--- src/rtl/mem_access_unit.sv ---
// MEM stage: passes non-memory ops through and runs one req/gnt/rvalid data-memory
// transaction per LOAD/STORE, handing registered results to write-back.
package core_pkg;
  localparam int unsigned DATA_WIDTH        = 32;
  localparam int unsigned ADDR_OFFSET_WIDTH = 2;
  localparam int unsigned RF_ADDR_WIDTH     = 5;
  localparam int unsigned GPR_CTRL_WIDTH    = 3;
  localparam int unsigned MEM_CTRL_WIDTH    = 4;

  localparam logic [MEM_CTRL_WIDTH-1:0] MEM_IDLE = 4'd0;
  localparam logic [MEM_CTRL_WIDTH-1:0] MEM_RB   = 4'd1;
  localparam logic [MEM_CTRL_WIDTH-1:0] MEM_RBU  = 4'd2;
  localparam logic [MEM_CTRL_WIDTH-1:0] MEM_RH   = 4'd3;
  localparam logic [MEM_CTRL_WIDTH-1:0] MEM_RHU  = 4'd4;
  localparam logic [MEM_CTRL_WIDTH-1:0] MEM_RW   = 4'd5;
  localparam logic [MEM_CTRL_WIDTH-1:0] MEM_RWU  = 4'd6;
  localparam logic [MEM_CTRL_WIDTH-1:0] MEM_RD   = 4'd7;
  localparam logic [MEM_CTRL_WIDTH-1:0] MEM_WB   = 4'd8;
  localparam logic [MEM_CTRL_WIDTH-1:0] MEM_WH   = 4'd9;
  localparam logic [MEM_CTRL_WIDTH-1:0] MEM_WW   = 4'd10;
  localparam logic [MEM_CTRL_WIDTH-1:0] MEM_WD   = 4'd11;
endpackage

module mem_access_unit #(
  parameter int unsigned DATA_WIDTH = core_pkg::DATA_WIDTH,
  parameter int unsigned OFF_WIDTH  = core_pkg::ADDR_OFFSET_WIDTH
) (
  input logic              clk_i,
  input logic              rst_i,
  mem_access_unit_if.slave bus
);
  localparam int unsigned BE_WIDTH = DATA_WIDTH / 8;

  typedef enum logic [1:0] {StIdle, StReq, StWait} state_e;

  state_e                state_q;
  logic [OFF_WIDTH-1:0]  off;
  logic                  is_mem;
  logic                  is_store;
  logic [1:0]            size;
  logic                  misaligned;
  logic [BE_WIDTH-1:0]   be_base;
  logic [BE_WIDTH-1:0]   be;
  logic [DATA_WIDTH-1:0] wdata;
  logic [DATA_WIDTH-1:0] addr_aligned;

  assign bus.exe_ready_o = (state_q == StIdle) && !rst_i;

  // size: 0=byte, 1=half, 2=word, 3=full bus width
  always_comb begin
    off      = bus.exe_out_i[OFF_WIDTH-1:0];
    is_mem   = 1'b1;
    is_store = 1'b0;
    size     = 2'd0;
    case (bus.mem_ctrl_i)
      core_pkg::MEM_RB, core_pkg::MEM_RBU: size = 2'd0;
      core_pkg::MEM_RH, core_pkg::MEM_RHU: size = 2'd1;
      core_pkg::MEM_RW, core_pkg::MEM_RWU: size = 2'd2;
      core_pkg::MEM_RD:                    size = 2'd3;
      core_pkg::MEM_WB: begin is_store = 1'b1; size = 2'd0; end
      core_pkg::MEM_WH: begin is_store = 1'b1; size = 2'd1; end
      core_pkg::MEM_WW: begin is_store = 1'b1; size = 2'd2; end
      core_pkg::MEM_WD: begin is_store = 1'b1; size = 2'd3; end
      core_pkg::MEM_IDLE: is_mem = 1'b0;
      default:            is_mem = 1'b0;
    endcase

    case (size)
      2'd1:    misaligned = is_mem && off[0];
      2'd2:    misaligned = is_mem && (off[1:0] != 2'b00);
      2'd3:    misaligned = is_mem && (off != '0);
      default: misaligned = 1'b0;
    endcase

    case (size)
      2'd0:    be_base = BE_WIDTH'(1);
      2'd1:    be_base = BE_WIDTH'(3);
      2'd2:    be_base = BE_WIDTH'(15);
      default: be_base = '1;
    endcase

    be           = is_store ? (be_base << off) : '1;
    wdata        = bus.store_data_i << {off, 3'b000};
    addr_aligned = {bus.exe_out_i[DATA_WIDTH-1:OFF_WIDTH], OFF_WIDTH'(0)};
  end

  always_ff @(posedge clk_i) begin
    if (rst_i) begin
      state_q          <= StIdle;
      bus.wb_valid_o   <= 1'b0;
      bus.exe_out_o    <= '0;
      bus.op3_o        <= '0;
      bus.rd_o         <= '0;
      bus.gpr_ctrl_o   <= '0;
      bus.mem_ctrl_o   <= '0;
      bus.d_m_rdata_o  <= '0;
      bus.misaligned_o <= 1'b0;
      bus.d_m_req_o    <= 1'b0;
      bus.d_m_addr_o   <= '0;
      bus.d_m_we_o     <= 1'b0;
      bus.d_m_be_o     <= '0;
      bus.d_m_wdata_o  <= '0;
    end else begin
      bus.wb_valid_o <= 1'b0;
      unique case (state_q)
        StIdle: begin
          if (bus.exe_valid_i) begin
            bus.exe_out_o    <= bus.exe_out_i;
            bus.op3_o        <= bus.op3_i;
            bus.gpr_ctrl_o   <= bus.gpr_ctrl_i;
            bus.mem_ctrl_o   <= bus.mem_ctrl_i;
            bus.misaligned_o <= misaligned;
            bus.d_m_rdata_o  <= '0;
            // Misaligned ops retire as a write to x0 so write-back stays harmless
            bus.rd_o         <= misaligned ? '0 : bus.rd_i;
            if (!is_mem || misaligned) begin
              bus.wb_valid_o <= 1'b1;
            end else begin
              state_q         <= StReq;
              bus.d_m_req_o   <= 1'b1;
              bus.d_m_addr_o  <= addr_aligned;
              bus.d_m_we_o    <= is_store;
              bus.d_m_be_o    <= be;
              bus.d_m_wdata_o <= wdata;
            end
          end
        end
        StReq: begin
          if (bus.d_m_gnt_i) begin
            state_q       <= StWait;
            bus.d_m_req_o <= 1'b0;
          end
        end
        StWait: begin
          if (bus.d_m_rvalid_i) begin
            state_q         <= StIdle;
            bus.wb_valid_o  <= 1'b1;
            bus.d_m_rdata_o <= bus.d_m_we_o ? '0 : bus.d_m_rdata_i;
          end
        end
        default: state_q <= StIdle;
      endcase
    end
  end
endmodule

--- src/rtl/mem_access_unit_if.sv ---
// Bundle of EXE-side, write-back-side and data-memory signals of the MEM stage.
// The slave modport is the MEM stage itself; the master modport is its environment.
interface mem_access_unit_if #(
  parameter int unsigned DataWidth    = 32,
  parameter int unsigned RfAddrWidth  = 5,
  parameter int unsigned GprCtrlWidth = 3,
  parameter int unsigned MemCtrlWidth = 4
);
  localparam int unsigned BeWidth = DataWidth / 8;

  logic                    exe_valid_i;
  logic                    exe_ready_o;
  logic [DataWidth-1:0]    exe_out_i;
  logic [DataWidth-1:0]    store_data_i;
  logic [DataWidth-1:0]    op3_i;
  logic [RfAddrWidth-1:0]  rd_i;
  logic [GprCtrlWidth-1:0] gpr_ctrl_i;
  logic [MemCtrlWidth-1:0] mem_ctrl_i;

  logic                    wb_valid_o;
  logic [DataWidth-1:0]    exe_out_o;
  logic [DataWidth-1:0]    op3_o;
  logic [RfAddrWidth-1:0]  rd_o;
  logic [GprCtrlWidth-1:0] gpr_ctrl_o;
  logic [MemCtrlWidth-1:0] mem_ctrl_o;
  logic [DataWidth-1:0]    d_m_rdata_o;
  logic                    misaligned_o;

  logic                    d_m_req_o;
  logic                    d_m_gnt_i;
  logic [DataWidth-1:0]    d_m_addr_o;
  logic                    d_m_we_o;
  logic [BeWidth-1:0]      d_m_be_o;
  logic [DataWidth-1:0]    d_m_wdata_o;
  logic                    d_m_rvalid_i;
  logic [DataWidth-1:0]    d_m_rdata_i;

  modport slave (
    input  exe_valid_i, exe_out_i, store_data_i, op3_i, rd_i, gpr_ctrl_i, mem_ctrl_i,
    input  d_m_gnt_i, d_m_rvalid_i, d_m_rdata_i,
    output exe_ready_o, wb_valid_o, exe_out_o, op3_o, rd_o, gpr_ctrl_o, mem_ctrl_o,
    output d_m_rdata_o, misaligned_o,
    output d_m_req_o, d_m_addr_o, d_m_we_o, d_m_be_o, d_m_wdata_o
  );

  modport master (
    output exe_valid_i, exe_out_i, store_data_i, op3_i, rd_i, gpr_ctrl_i, mem_ctrl_i,
    output d_m_gnt_i, d_m_rvalid_i, d_m_rdata_i,
    input  exe_ready_o, wb_valid_o, exe_out_o, op3_o, rd_o, gpr_ctrl_o, mem_ctrl_o,
    input  d_m_rdata_o, misaligned_o,
    input  d_m_req_o, d_m_addr_o, d_m_we_o, d_m_be_o, d_m_wdata_o
  );
endinterface

--- src/flat_wrapper.sv ---
// flat-port wrapper written by rule: the top's interface ports become plain ports
module mem_access_unit_flat 
#(
  parameter int unsigned DATA_WIDTH = core_pkg::DATA_WIDTH,
  parameter int unsigned OFF_WIDTH  = core_pkg::ADDR_OFFSET_WIDTH
)
  (clk_i, rst_i, bus_exe_valid_i, bus_exe_out_i, bus_store_data_i, bus_op3_i, bus_rd_i, bus_gpr_ctrl_i, bus_mem_ctrl_i, bus_d_m_gnt_i, bus_d_m_rvalid_i, bus_d_m_rdata_i, bus_exe_ready_o, bus_wb_valid_o, bus_exe_out_o, bus_op3_o, bus_rd_o, bus_gpr_ctrl_o, bus_mem_ctrl_o, bus_d_m_rdata_o, bus_misaligned_o, bus_d_m_req_o, bus_d_m_addr_o, bus_d_m_we_o, bus_d_m_be_o, bus_d_m_wdata_o);
  mem_access_unit_if #(.DataWidth(32)) bus_i ();
  input logic clk_i;
  input logic rst_i;
  input wire logic [$bits(bus_i.exe_valid_i)-1:0] bus_exe_valid_i;
  input wire logic [$bits(bus_i.exe_out_i)-1:0] bus_exe_out_i;
  input wire logic [$bits(bus_i.store_data_i)-1:0] bus_store_data_i;
  input wire logic [$bits(bus_i.op3_i)-1:0] bus_op3_i;
  input wire logic [$bits(bus_i.rd_i)-1:0] bus_rd_i;
  input wire logic [$bits(bus_i.gpr_ctrl_i)-1:0] bus_gpr_ctrl_i;
  input wire logic [$bits(bus_i.mem_ctrl_i)-1:0] bus_mem_ctrl_i;
  input wire logic [$bits(bus_i.d_m_gnt_i)-1:0] bus_d_m_gnt_i;
  input wire logic [$bits(bus_i.d_m_rvalid_i)-1:0] bus_d_m_rvalid_i;
  input wire logic [$bits(bus_i.d_m_rdata_i)-1:0] bus_d_m_rdata_i;
  output wire logic [$bits(bus_i.exe_ready_o)-1:0] bus_exe_ready_o;
  output wire logic [$bits(bus_i.wb_valid_o)-1:0] bus_wb_valid_o;
  output wire logic [$bits(bus_i.exe_out_o)-1:0] bus_exe_out_o;
  output wire logic [$bits(bus_i.op3_o)-1:0] bus_op3_o;
  output wire logic [$bits(bus_i.rd_o)-1:0] bus_rd_o;
  output wire logic [$bits(bus_i.gpr_ctrl_o)-1:0] bus_gpr_ctrl_o;
  output wire logic [$bits(bus_i.mem_ctrl_o)-1:0] bus_mem_ctrl_o;
  output wire logic [$bits(bus_i.d_m_rdata_o)-1:0] bus_d_m_rdata_o;
  output wire logic [$bits(bus_i.misaligned_o)-1:0] bus_misaligned_o;
  output wire logic [$bits(bus_i.d_m_req_o)-1:0] bus_d_m_req_o;
  output wire logic [$bits(bus_i.d_m_addr_o)-1:0] bus_d_m_addr_o;
  output wire logic [$bits(bus_i.d_m_we_o)-1:0] bus_d_m_we_o;
  output wire logic [$bits(bus_i.d_m_be_o)-1:0] bus_d_m_be_o;
  output wire logic [$bits(bus_i.d_m_wdata_o)-1:0] bus_d_m_wdata_o;
  assign bus_i.exe_valid_i = bus_exe_valid_i;
  assign bus_i.exe_out_i = bus_exe_out_i;
  assign bus_i.store_data_i = bus_store_data_i;
  assign bus_i.op3_i = bus_op3_i;
  assign bus_i.rd_i = bus_rd_i;
  assign bus_i.gpr_ctrl_i = bus_gpr_ctrl_i;
  assign bus_i.mem_ctrl_i = bus_mem_ctrl_i;
  assign bus_i.d_m_gnt_i = bus_d_m_gnt_i;
  assign bus_i.d_m_rvalid_i = bus_d_m_rvalid_i;
  assign bus_i.d_m_rdata_i = bus_d_m_rdata_i;
  assign bus_exe_ready_o = bus_i.exe_ready_o;
  assign bus_wb_valid_o = bus_i.wb_valid_o;
  assign bus_exe_out_o = bus_i.exe_out_o;
  assign bus_op3_o = bus_i.op3_o;
  assign bus_rd_o = bus_i.rd_o;
  assign bus_gpr_ctrl_o = bus_i.gpr_ctrl_o;
  assign bus_mem_ctrl_o = bus_i.mem_ctrl_o;
  assign bus_d_m_rdata_o = bus_i.d_m_rdata_o;
  assign bus_misaligned_o = bus_i.misaligned_o;
  assign bus_d_m_req_o = bus_i.d_m_req_o;
  assign bus_d_m_addr_o = bus_i.d_m_addr_o;
  assign bus_d_m_we_o = bus_i.d_m_we_o;
  assign bus_d_m_be_o = bus_i.d_m_be_o;
  assign bus_d_m_wdata_o = bus_i.d_m_wdata_o;
  mem_access_unit #(.DATA_WIDTH(DATA_WIDTH), .OFF_WIDTH(OFF_WIDTH)) u_core (.clk_i(clk_i), .rst_i(rst_i), .bus(bus_i));
endmodule
--- config.mk ---
export PLATFORM = sky130hd
export DESIGN_NAME = mem_access_unit_flat
export DESIGN_NICKNAME = d
export VERILOG_FILES = /design/src/rtl/mem_access_unit.sv /design/src/rtl/mem_access_unit_if.sv /design/src/flat_wrapper.sv
export SDC_FILE = /design/constraint.sdc
export NUM_CORES = 1
export LEC_CHECK = 0
export CORE_MARGIN = 3
export CORE_UTILIZATION = 46
export CTS_CLUSTER_DIAMETER = 50
export DETAILED_ROUTE_END_ITERATION = 16
export GPL_TIMING_DRIVEN = 0
export PLACE_DENSITY = 0.9
export SYNTH_ARGS = -nofsm -noshare
export SYNTH_HDL_FRONTEND = slang
export SYNTH_SLANG_ARGS = --single-unit
--- constraint.sdc ---
create_clock -name clk_i -period 3.4 [get_ports clk_i]
set_input_delay 0.34 -clock clk_i [delete_from_list [all_inputs] [get_ports clk_i]]
set_output_delay 0.34 -clock clk_i [all_outputs]
set_load 0.05 [all_outputs]
==> flow_summary_export.csv, run 1 <==
group,metric,value,unit
outcome,status,"completed",
clock_network,clkSinkCount,180,
sta,fin_skew,0.00745,ns
routing,wl_met3,2.32,mm
setup_path,worstReg2RegStart,"u_core.state_q[1]",
setup_path,r2r_end,"u_core.bus.op3_o[27]",
placed_design,place.gp.congestion,0.904,
clock_network,worstSkewPairLatency,0.42,ns
routing,drt_first_iter_violations,556,
floorplan,rows,45,
sta,min_period,3.05,ns
hold_path,hold_class,"in2reg",
routing,drc,0,
sta,clock.fmax,328,MHz
setup_path,path_delay_family,"buffers and inverters",
sta,post-route-period-util,0.897,
synth,synth_area,0.00743,sq mm
pwr,p_sw_frac,0.308,
pwr,comb_power_share,0.235,
sta,finalHoldViolCount,0,
setup_path,crit_type,"in2out",
synth,synthDistinctLibCells,42,
synth,syn-instance-count,892,
hold_path,hold_end,"u_core.bus.mem_ctrl_o[1]",
global_routing,grt_pass1_vias,7687,
final_layout,fin_util,0.739,
setup_path,crit_arrival,2.71,ns
routing,wl,27.1,mm
global_routing,antenna_found_initial,0,
global_routing,grt.overflow.total,0,
routing,wire_per_inst,18.7,um
clock_network,cts_tree,"yes",
global_routing,grt_pass1_wl,41.2,mm
routing,dr.pass1.iters,5,
run,max-cap-violations,0,
clock_network,post_cts_buffers,0,
final_layout,drive_above_1_share,0.0557,
clock_network,path_clk_slew,0.06,ns
setup_path,start_kind,"input port",
synth,synth-seq-cells,180,
clock_network,postCtsHoldBufs,0,
final_layout,n_fill_cell,1167,
sta,rsz0062_at_grt,"no",
routing,ant_nets,0,
routing,m1WireLength,10.5,mm
synth,seq_area_frac_synth,0.485,
sta,drv_slew,0,
routing,wl_met2,13.2,mm
final_layout,instances_no_fill,1450,
floorplan,die_x,133,um
sta,finalSetupTns,0,ns
setup_path,cp_num_buf_inv,4,
setup_path,end_kind,"output port",
final_layout,multiInputGateArea,0.00341,sq mm
clock_network,cts_buffers,17,
clock_network,clockBufferDepth,2,
final_layout,final_nets,1376,
clock_network,cts_root_buffer,"clkbuf_16",
setup_path,crit_chain,"clkdlybuf4s50_1 -> clkbuf_1 -> clkbuf_1 -> nor3_1 -> clkdlybuf4s50_1",
pwr,p_int,3.78,mW
sta,whs,0.254,ns
setup_path,required,3.06,ns
synth,avgSynthCellArea,8.33,sq um
setup_path,crit_slowest_cell,"clkdlybuf4s50_1",
pwr,pwr-share-seq,0.415,
setup_path,r2r_slack,1.28,ns
global_routing,grt_max_degree,17,
floorplan,die_h,133,um
routing,vias_per_cell,5.51,
setup_path,reg2regPathDepth,6,
floorplan,start_util,0.480,
sta,slew_headroom,0.521,
pwr,power.switching,1.69,mW
hold_path,hold_path_depth,3,
pwr,p_leak,4.16,nW
clock_network,ctsHtreeMaxLevel,4,
pwr,clockPowerShare,0.350,
sta,setup_viol,0,
clock_network,ctsResizeCount,0,
global_routing,grt_usage,0.291,
sta,worstMarginPinSlew,0.717,ns
floorplan,num_io_pins,326,
placed_design,dp_cells,1423,
routing,routed.top_layer,"met4",
hold_path,hp-start,"bus_mem_ctrl_i[1]",
final_layout,seqCellArea,0.00360,sq mm
placed_design,place_hpwl,20.5,mm
final_layout,diodes,0,
pwr,max-vdd-ir-drop,0.337,mV
setup_path,path_max_fanout,10,
routing,vias,7991,
pwr,power_density,478,mW/mm^2
final_layout,syn_to_final_growth,54.1,%
floorplan,core,0.0155,sq mm
setup_path,slowest_delay,0.76,ns
floorplan,dieArea,0.0177,sq mm
synth,synth-warning-count,0,
placed_design,io_buffers,319,
## layout by cell type, fill, tap and decap left out, types with 13 or more instances in the layout
master | Yosys | final
nand3_1 | 32 | 32
nand2_1 | 184 | 184
clkdlybuf4s50_1 | 0 | 319
nor2_1 | 28 | 28
o31ai_1 | 39 | 39
dfxtp_1 | 180 | 180
nand4_1 | 39 | 39
clkbuf_16 | 0 | 17
buf_2 | 21 | 21
a21oi_1 | 157 | 157
a31oi_1 | 13 | 13
mux2i_1 | 41 | 41
clkbuf_1 | 59 | 59
## worst min-delay path, delay by kind of cell
family          cells  cell delay [ns]
buf+inv             1             0.16
compound gates      1             0.05
simple gates        1             0.07
## per-stage QoR
step	instance area, sq um	total power [mW]	worst slack (ns)
floorplan	7430	3.06	1.33
global placement	10900	3.57	0.351
detailed placement	10900	3.59	0.356
CTS	11400	5.48	0.362
global route	11400	5.63	0.262
finish	11400	5.47	0.349
## registers in the layout, summed over array words and instances, names as in the netlist
name / count
u_core.bus.d_m_addr_o: 30
u_core.bus.d_m_be_o: 4
u_core.bus.d_m_rdata_o: 32
u_core.bus.d_m_req_o: 1
u_core.bus.d_m_wdata_o: 32
u_core.bus.d_m_we_o: 1
u_core.bus.exe_out_o: 32
u_core.bus.gpr_ctrl_o: 3
u_core.bus.mem_ctrl_o: 4
u_core.bus.misaligned_o: 1
u_core.bus.op3_o: 32
u_core.bus.rd_o: 5
u_core.bus.wb_valid_o: 1
u_core.state_q: 2
## area by class of cell
class	instances	share of cell area
Buffer	93	0.0358
Timing Repair Buffer	319	0.279
Sequential cell	180	0.315
Clock buffer	19	0.0396
Clock inverter	8	0.00929
Tap cell	211	0.0231
Multi-Input combinational cell	619	0.298
Inverter	1	0.000328
## cells by family (layout without fill, tap and decap cells)
group,count (synthesis),after routing,share of synthesized area
simple gates,328,328,0.204
flops,180,180,0.485
mux,49,49,0.0674
compound gates,240,240,0.187
buf+inv,94,440,0.0558
other cells,1,2,0.000505
## power groups by stage
stage | Clock (mW) | Sequential [mW] | Combinational, mW
after global placement | 0 | 2.31 | 1.26
after global routing | 2.00 | 2.28 | 1.35
after floorplan | 0 | 2.66 | 0.395
final | 1.91 | 2.27 | 1.29
after CTS | 1.93 | 2.27 | 1.28
after detailed placement | 0 | 2.31 | 1.27
## worst max-delay path by stage
| stage | from | end | slack [ns] | cells after the start |
|---|---|---|---|---|
| floorplan | rst_i | bus_exe_ready_o | 1.33 | 3 |
| global route | rst_i | bus_exe_ready_o | 0.26 | 5 |
| CTS | rst_i | bus_exe_ready_o | 0.36 | 5 |
| finish | rst_i | bus_exe_ready_o | 0.35 | 5 |
| detailed placement | rst_i | bus_exe_ready_o | 0.36 | 5 |
| global placement | rst_i | bus_exe_ready_o | 0.35 | 5 |
## synthesized netlist by cell type
library cell,count,area (sq um)
o211ai_1,1,7.51
mux2_2,7,78.8
inv_1,1,3.75
conb_1,1,3.75
nand4_1,39,244
nor3_1,4,20.0
buf_2,21,105
a211o_1,1,8.76
a211oi_1,11,82.6
buf_12,1,20.0
or3b_2,1,8.76
buf_6,1,11.3
o2bb2ai_1,1,8.76
nor2_1,28,105
nor2b_1,10,62.6
a21o_1,1,7.51
nand3_4,1,17.5
mux2_1,1,11.3
or2_2,3,18.8
o211a_1,1,10.0
a22oi_1,1,7.51
nand3_1,32,160
o211ai_2,1,12.5
nor3b_1,2,15.0
and3_1,1,6.26
o31ai_1,39,293
nand3b_1,11,82.6
dfxtp_1,180,3600
a21oi_1,157,786
clkbuf_1,59,221
nand2_1,184,691
o21ai_2,1,8.76
buf_4,3,22.5
o21ai_0,7,35.0
nand2b_1,10,62.6
o21a_1,3,22.5
a31oi_1,13,81.3
a311oi_1,2,17.5
or4_4,1,11.3
mux2i_1,41,410
nor3b_2,1,12.5
buf_1,8,30.0
## per-layer routing
layer	vias up	global-route usage
met1	3729	0.349
met2	410	0.495
met3	62	0.0779
li1	3790	-
met4	0	0.113
met5	-	0
No activity file was read; power rests on OpenSTA's default activity.
==> run 2, diff against run 1 <==
SETUP_SLACK_MARGIN = 0.2   (was unset)
==> results of run 2 <==
Same layout as run 1: the final DEF is identical, and so are final timing and power.
